**src/rtl/fetch_unit.sv**
```systemverilog
// Instruction fetch front end: issues word-aligned fetch requests under a
// two-slot credit limit, tracks in-flight addresses, buffers returned words
// in a 2-entry FIFO and presents the head with decoded immediate fields.
// Redirects flush buffered work and mark in-flight responses for discard.
module fetch_unit #(
    parameter logic [31:0] RESET_PC = 32'h0000_0000
) (
    input  logic        clk,
    input  logic        rst_n,
    output logic        imem_req,
    output logic [31:0] imem_addr,
    input  logic        imem_gnt,
    input  logic        imem_rvalid,
    input  logic [31:0] imem_rdata,
    input  logic        redirect,
    input  logic [31:0] redirect_pc,
    output logic        out_valid,
    input  logic        out_ready,
    output logic [31:0] out_instr,
    output logic [31:0] out_pc,
    output logic [6:0]  out_opcode,
    output logic [11:0] imm_input,
    output logic [19:0] imm_input_uj
);

    // 12-bit immediate: B-type and S-type scramble, I-type otherwise
    function automatic logic [11:0] decode_imm12(input logic [31:0] i);
        logic [11:0] r;
        case (i[6:0])
            7'b1100011: r = {i[31], i[7], i[30:25], i[11:8]};
            7'b0100011: r = {i[31:25], i[11:7]};
            default:    r = i[31:20];
        endcase
        return r;
    endfunction

    // 20-bit immediate: J-type scramble for JAL, U-type otherwise
    function automatic logic [19:0] decode_imm20(input logic [31:0] i);
        logic [19:0] r;
        case (i[6:0])
            7'b1101111: r = {i[31], i[19:12], i[20], i[30:21]};
            default:    r = i[31:12];
        endcase
        return r;
    endfunction

    // Architectural state
    logic [31:0] pc_q, pc_d;
    logic [31:0] fifo_instr_q [2];
    logic [31:0] fifo_pc_q    [2];
    logic        fifo_rd_q, fifo_rd_d;
    logic        fifo_wr_q, fifo_wr_d;
    logic [1:0]  fifo_cnt_q, fifo_cnt_d;
    logic [31:0] infl_addr_q  [2];
    logic        infl_rd_q, infl_rd_d;
    logic        infl_wr_q, infl_wr_d;
    logic [1:0]  outst_q, outst_d;
    logic [1:0]  discard_q, discard_d;

    // Handshake qualifiers
    logic        rsp_s;
    logic        credit_ok_s;
    logic        accept_s;
    logic        push_s;
    logic        pop_s;
    logic        fifo_we_s;
    logic        infl_we_s;
    logic [2:0]  credit_sum_s;
    logic        redirect_lsb_unused_s;

    // Low target bits are architecturally ignored
    assign redirect_lsb_unused_s = ^redirect_pc[1:0];

    // A response with nothing outstanding belongs to a request that was
    // wiped by reset, so it is not a response at all.
    assign rsp_s        = imem_rvalid && (outst_q != 2'd0);
    assign credit_sum_s = {1'b0, fifo_cnt_q} + {1'b0, outst_q};
    assign credit_ok_s  = (credit_sum_s < 3'd2);
    assign imem_req     = rst_n && !redirect && credit_ok_s;
    assign imem_addr    = pc_q;
    assign accept_s     = imem_req && imem_gnt;
    assign out_valid    = rst_n && (fifo_cnt_q != 2'd0);
    assign pop_s        = out_valid && out_ready;
    assign push_s       = rsp_s && (discard_q == 2'd0);
    assign fifo_we_s    = push_s && !redirect;
    assign infl_we_s    = accept_s;

    // Head-of-FIFO presentation and decode
    assign out_instr    = fifo_instr_q[fifo_rd_q];
    assign out_pc       = fifo_pc_q[fifo_rd_q];
    assign out_opcode   = out_instr[6:0];
    assign imm_input    = decode_imm12(out_instr);
    assign imm_input_uj = decode_imm20(out_instr);

    // Next-state logic: redirect overrides issue, response and pop handling
    always_comb begin
        pc_d       = pc_q;
        fifo_rd_d  = fifo_rd_q;
        fifo_wr_d  = fifo_wr_q;
        fifo_cnt_d = fifo_cnt_q;
        infl_rd_d  = infl_rd_q;
        infl_wr_d  = infl_wr_q;
        outst_d    = outst_q;
        discard_d  = discard_q;

        // Every real response retires the oldest in-flight address
        if (rsp_s) begin
            infl_rd_d = ~infl_rd_q;
        end else begin
            infl_rd_d = infl_rd_q;
        end

        if (redirect) begin
            pc_d       = {redirect_pc[31:2], 2'b00};
            fifo_rd_d  = 1'b0;
            fifo_wr_d  = 1'b0;
            fifo_cnt_d = 2'd0;
            outst_d    = outst_q - {1'b0, rsp_s};
            discard_d  = outst_q - {1'b0, rsp_s};
        end else begin
            if (accept_s) begin
                pc_d      = pc_q + 32'd4;
                infl_wr_d = ~infl_wr_q;
            end else begin
                pc_d      = pc_q;
                infl_wr_d = infl_wr_q;
            end

            case ({accept_s, rsp_s})
                2'b10:   outst_d = outst_q + 2'd1;
                2'b01:   outst_d = outst_q - 2'd1;
                default: outst_d = outst_q;
            endcase

            if (rsp_s && (discard_q != 2'd0)) begin
                discard_d = discard_q - 2'd1;
            end else begin
                discard_d = discard_q;
            end

            if (push_s) begin
                fifo_wr_d = ~fifo_wr_q;
            end else begin
                fifo_wr_d = fifo_wr_q;
            end

            if (pop_s) begin
                fifo_rd_d = ~fifo_rd_q;
            end else begin
                fifo_rd_d = fifo_rd_q;
            end

            case ({push_s, pop_s})
                2'b10:   fifo_cnt_d = fifo_cnt_q + 2'd1;
                2'b01:   fifo_cnt_d = fifo_cnt_q - 2'd1;
                default: fifo_cnt_d = fifo_cnt_q;
            endcase
        end
    end

    // State registers and FIFO/in-flight storage, synchronous reset
    always_ff @(posedge clk) begin
        if (!rst_n) begin
            pc_q       <= RESET_PC;
            fifo_rd_q  <= 1'b0;
            fifo_wr_q  <= 1'b0;
            fifo_cnt_q <= 2'd0;
            infl_rd_q  <= 1'b0;
            infl_wr_q  <= 1'b0;
            outst_q    <= 2'd0;
            discard_q  <= 2'd0;
            for (int k = 0; k < 2; k++) begin
                fifo_instr_q[k] <= 32'd0;
                fifo_pc_q[k]    <= 32'd0;
                infl_addr_q[k]  <= 32'd0;
            end
        end else begin
            pc_q       <= pc_d;
            fifo_rd_q  <= fifo_rd_d;
            fifo_wr_q  <= fifo_wr_d;
            fifo_cnt_q <= fifo_cnt_d;
            infl_rd_q  <= infl_rd_d;
            infl_wr_q  <= infl_wr_d;
            outst_q    <= outst_d;
            discard_q  <= discard_d;
            if (fifo_we_s) begin
                fifo_instr_q[fifo_wr_q] <= imem_rdata;
                fifo_pc_q[fifo_wr_q]    <= infl_addr_q[infl_rd_q];
            end
            if (infl_we_s) begin
                infl_addr_q[infl_wr_q] <= pc_q;
            end
        end
    end

endmodule

```
**config.mk**
```make
export PLATFORM = sky130hd
export DESIGN_NAME = fetch_unit
export DESIGN_NICKNAME = d
export VERILOG_FILES = /design/src/rtl/fetch_unit.sv
export SDC_FILE = /design/constraint.sdc
export NUM_CORES = 1
export LEC_CHECK = 0
export CAP_MARGIN = 5
export CORE_MARGIN = 3
export CORE_UTILIZATION = 40
export DETAILED_ROUTE_END_ITERATION = 8
export HOLD_SLACK_MARGIN = 0.15
export PLACE_DENSITY = 0.69
export SKIP_LAST_GASP = 1
export SLEW_MARGIN = 15
export SYNTH_ARGS = -nofsm -noshare
export SYNTH_HDL_FRONTEND = slang
export SYNTH_SLANG_ARGS = --single-unit
export TNS_END_PERCENT = 1
```
**constraint.sdc**
```tcl
create_clock -name clk -period 4.8 [get_ports clk]
set_input_delay 0.48 -clock clk [delete_from_list [all_inputs] [get_ports clk]]
set_output_delay 0.48 -clock clk [all_outputs]
set_load 0.02 [all_outputs]
```
---- Word level (Yosys, flattened, before mapping) ----
Memory sizes are Yosys's and may differ from the RTL's. A register that Yosys moved wholly into a read port is not among the register bits.
Index checks and enable logic that the tools add are counted.
operators by class
  add/sub/neg operators ................... 8
  order comparisons ....................... 1
  eq/ne operators ......................... 7
  mux-type cells .......................... 31
  bitwise logic cells ..................... 6
  reductions and logical operators ........ 23
operator list
  operator                 number
  $mux W32                 5
  $reduce_or A32 Y1        3
  $add A32 B3 Y32 const B  1
  $pmux W11 S2             1
  $mux W1                  19
  $mux W19                 1
  $eq A7 B7 Y1 const B     2
  $reduce_bool A2 Y1       6
  $logic_and A1 B1 Y1      9
  $pmux W2 S2              2
  $eq A7 B6 Y1 const B     1
  $mux W2                  3
  $not A1 Y1               6
  $sub A2 B1 Y2 const B    3
  $add A2 B1 Y2 const B    2
  $eq A2 B1 Y1 const B     2
  $eq A2 B2 Y1 const B     2
  $add A2 B2 Y3            1
  $lt A3 B2 Y1 const B     1
  $reduce_bool A3 Y1       1
  $logic_not A2 Y1         1
  $reduce_and A2 Y1        1
  $reduce_or A2 Y1         1
  $sub A2 B1 Y2            1
  $logic_not A1 Y1         1
storage, ports and cells
  bits in registers ....................... 42
  bits in writable memories ............... 192
  input bits .............................. 70
  output and inout port bits .............. 137
  logic and storage cells ................. 88
  memories kept ........................... 3
memory list
  name          depth  width  rd ports  clocked after Yosys merged registers in  write ports  line  source
  fifo_instr_q  2      32     1         1                                        2            49    logic [31:0] fifo_instr_q [2];
  fifo_pc_q     2      32     1         1                                        2            50    logic [31:0] fifo_pc_q [2];
  infl_addr_q   2      32     1         1                                        2            54    logic [31:0] infl_addr_q [2];

---- Depth between registers and ports, before layout ----
  word-level depth ........................ 9
  gate-level depth with buffers ........... 10
  mapped depth without buffers ............ 7

---- Worst setup path after synthesis ----
No wires, ideal clock.
  kind .................................... register -> register
  start ................................... reg fifo_cnt_q[0]
  end ..................................... mem infl_addr_q[0][10] (enable)
  setup time .............................. 0.459 ns
  arrival time ............................ 4.319 ns
  data required time ...................... 4.341 ns
  slack ................................... 0.022 ns
  stages on the path, launching flop included .. 10
  path buffers ............................ 3
  clock period less this slack ............ 4.778 ns
  cells stage by stage .................... dfxtp_1 and2_1 fa_1 or4b_4 buf_6 inv_6 nand2_1 buf_2 clkbuf_1 o21ai_0
RTL lines
  what                      line  source
  start: declaration        53    logic [1:0] fifo_cnt_q, fifo_cnt_d;
  start signal: assignment  181   fifo_cnt_q <= fifo_cnt_d;
  end: declaration          54

==> results.md <==
* Routed Antenna Nets at 0
* Slew HR at 0.217
* Nets at 1169
* Starting Density at 0.413
* Synthesis-to-finish area growth at 27.8%
* Die Ht at 171 um
* Slew @ Worst Pin at 1.14 ns
* Yosys reg bits at 226
* Fillers at 2257
* Cell Rows at 59
* First-pass GRT wire length at 42200 um
* Total Power at 4620 uW
* CTS root buffer: clkbuf_16
* EDFF count, synth at 184
* Post-synth top area share at 0.506
* Largest net degree at the start of global routing at 56
* Static leakage at slightly above 0.005 uW
* IO Pins at between 200 and 250
* Run status: complete, no violations
* CP Capture Type: primary output
* H-tree levels at 1
* Hold slack at between 0.5 and 0.6 ns
* CP most frequent cell: mux2i_1
* Yosys warning total at 0
* Vias in the first global route at 7824
* WS Path Type: flip-flop to primary output
* Most area-consuming cells after synthesis: edfxtp_1, mux2i_1, dfxtp_1
* Antenna violations before repair at 1
* Hold WC Path Type: flip-flop to flip-flop
* Pwr per Cell Area at 331 nW/um^2
* Seq/Total Area, Yosys at 0.583
* CTS Buf Count at 25
* Synthesized area at 10900 um^2
* Synth Flop Type: edfxtp_1
* Register area at 6370 um^2
* Crit path max-delay cell type: buf_4
* DRT iter0 DRCs at 547
* Crit-path cells: buf_4 -> mux2i_1 -> inv_1 -> mux2i_1 -> mux2i_1 -> clkdlybuf4s50_1
* GRT overflow at 0
* Area of the multi-input gates at 4080 um^2
* Area of the core at ~26000 um^2
* Async SR Flop Fraction at 0
* Post-CTS setup repair buffer count at 0
* Synth area leader: edfxtp_1
* Worst EP required at 4.32 ns
* Max Clk Rate at roughly 280 MHz
* Hpwl dp at between 15000 and 20000 um
* Placer Congestion at 0.808
* Clock skew at ~0.016 ns
* Top cells by count, synth: edfxtp_1, mux2i_1, nor2_1, and2_1, and3_1
* Min cycle time layout at between 3 and 4 ns
* WL per Instance at 18.5 um
* Synth unique cells at 67
* Share of cells above drive strength 1 at 0.105
* Clock latency on the worst-skew pair at just over 0.5 ns
* Setup tns final at 0 ns
* Most common cell in the netlist: edfxtp_1
* Period Utilization, post-route at 0.739
* # port buffers at 200
* End-of-flow core utilization at 0.528
* Die area at 29300 um^2
* Cts-stage hold buffer count at 0
* Drt pass-1 iters at 7
* Final number of max-transition violations at 0
* Max Cap Viol at 0
* RSZ-0062 raised after global routing: no
* Syn avg cell area at 11.8 um^2
* Resized cells post-CTS at 0
* Die X at ~170 um
* Overall routing resource usage at 0.178
* Worst-path clk slew at 0.06 ns
* Startpoint Class: flip-flop
* Sink Count at 226
* Drt drc at 0
* Drt total wl at between 20000 and 30000 um
* ANT cells at 0
* Clock Path Buffers at 3
* WP data arrival at 3.07 ns
* CP max stage delay at 0.69 ns
* Vias at 7872
* Final number of setup-violating endpoints at 0
* CP Max Fanout at 55
* VDD IR max at 221 uV
* Via density at 5.44
* CTS tree: done
* Cell count after synthesis at 923
* Final Hold Fails at 0
placed cells by master, fill, tap and decap left out, drive strengths merged, types with 9 or more instances in the layout:
cell / synthesis / layout
o21ai: 20 / 20
nand3: 14 / 14
clkbuf: 50 / 32
mux2: 44 / 44
and3: 63 / 63
o211ai: 11 / 11
nand4: 16 / 16
clkinv: 0 / 11
and2: 66 / 66
dfxtp: 42 / 42
or4: 9 / 9
nor3: 13 / 13
nand2: 45 / 45
mux2i: 87 / 87
inv: 34 / 34
buf: 29 / 20
a31oi: 11 / 11
edfxtp: 184 / 184
clkdlybuf4s50: 0 / 200
nor2: 85 / 85
a21oi: 15 / 15
metrics by stage:
step | setup WS, ns | cell area (um^2) | cells
after detailed placement | 1.53 | 13200 | 1402
after global routing | 1.04 | 14000 | 1447
after CTS | 1.18 | 14000 | 1447
after global placement | 1.57 | 13200 | 1402
final | 1.25 | 14000 | 1447
after floorplan | 0.0224 | 10900 | 926
power by group:
part	internal, uW	switching [uW]
logic	254	316
registers	2210	63.0
clock network	1050	726
total	3510	1110
per-layer routing:
metal  global-route usage  share of wire
met2                0.292           0.47
met1                0.244           0.43
met4               0.0469          0.017
met5                    0        0.00049
met3               0.0377          0.082
critical path, delay by kind of cell (launching register included):
kind	cells	cell delay (ns)
buffers and inverters	3	1.37
multiplexers	3	0.74
flip-flops	1	0.42
flip-flops by register name, summed over array words and instances, names as in the netlist, named ones only:
signal        cells
imem_addr        30
discard_q         2
outst_q           2
infl_rd_q         1
fifo_pc_q        60
fifo_rd_q         1
infl_wr_q         1
fifo_wr_q         1
fifo_cnt_q        2
infl_addr_q      60
fifo_instr_q     64
worst paths after layout:
kind                    to  slack (ns)  cells after the start     startpoint
max           imm_input[4]        1.25                      6      flip-flop
min              flip-flop        0.50                      2      infl_rd_q
max reg2reg  imem_addr[21]        1.49                      8  fifo_cnt_q[0]
min reg2reg      flip-flop        0.50                      2      infl_rd_q
cells by family after synthesis:
family,after synthesis,synth area share
xor+xnor,11,0.00883
compound gates,93,0.0587
other cells,1,0.000344
mux,131,0.125
fa+ha+maj,5,0.00642
buf+inv,113,0.0463
simple gates,343,0.171
flops,226,0.583
final cells by class:
cell class,instances,share of cell area
flip-flops and latches,226,0.457
multi-input cells,587,0.293
repair buffers,220,0.156
clock buffers,32,0.0489
well taps,335,0.0300
inverters,34,0.00951
clock inverters,13,0.00646
No activity file was read; power rests on OpenSTA's default activity.
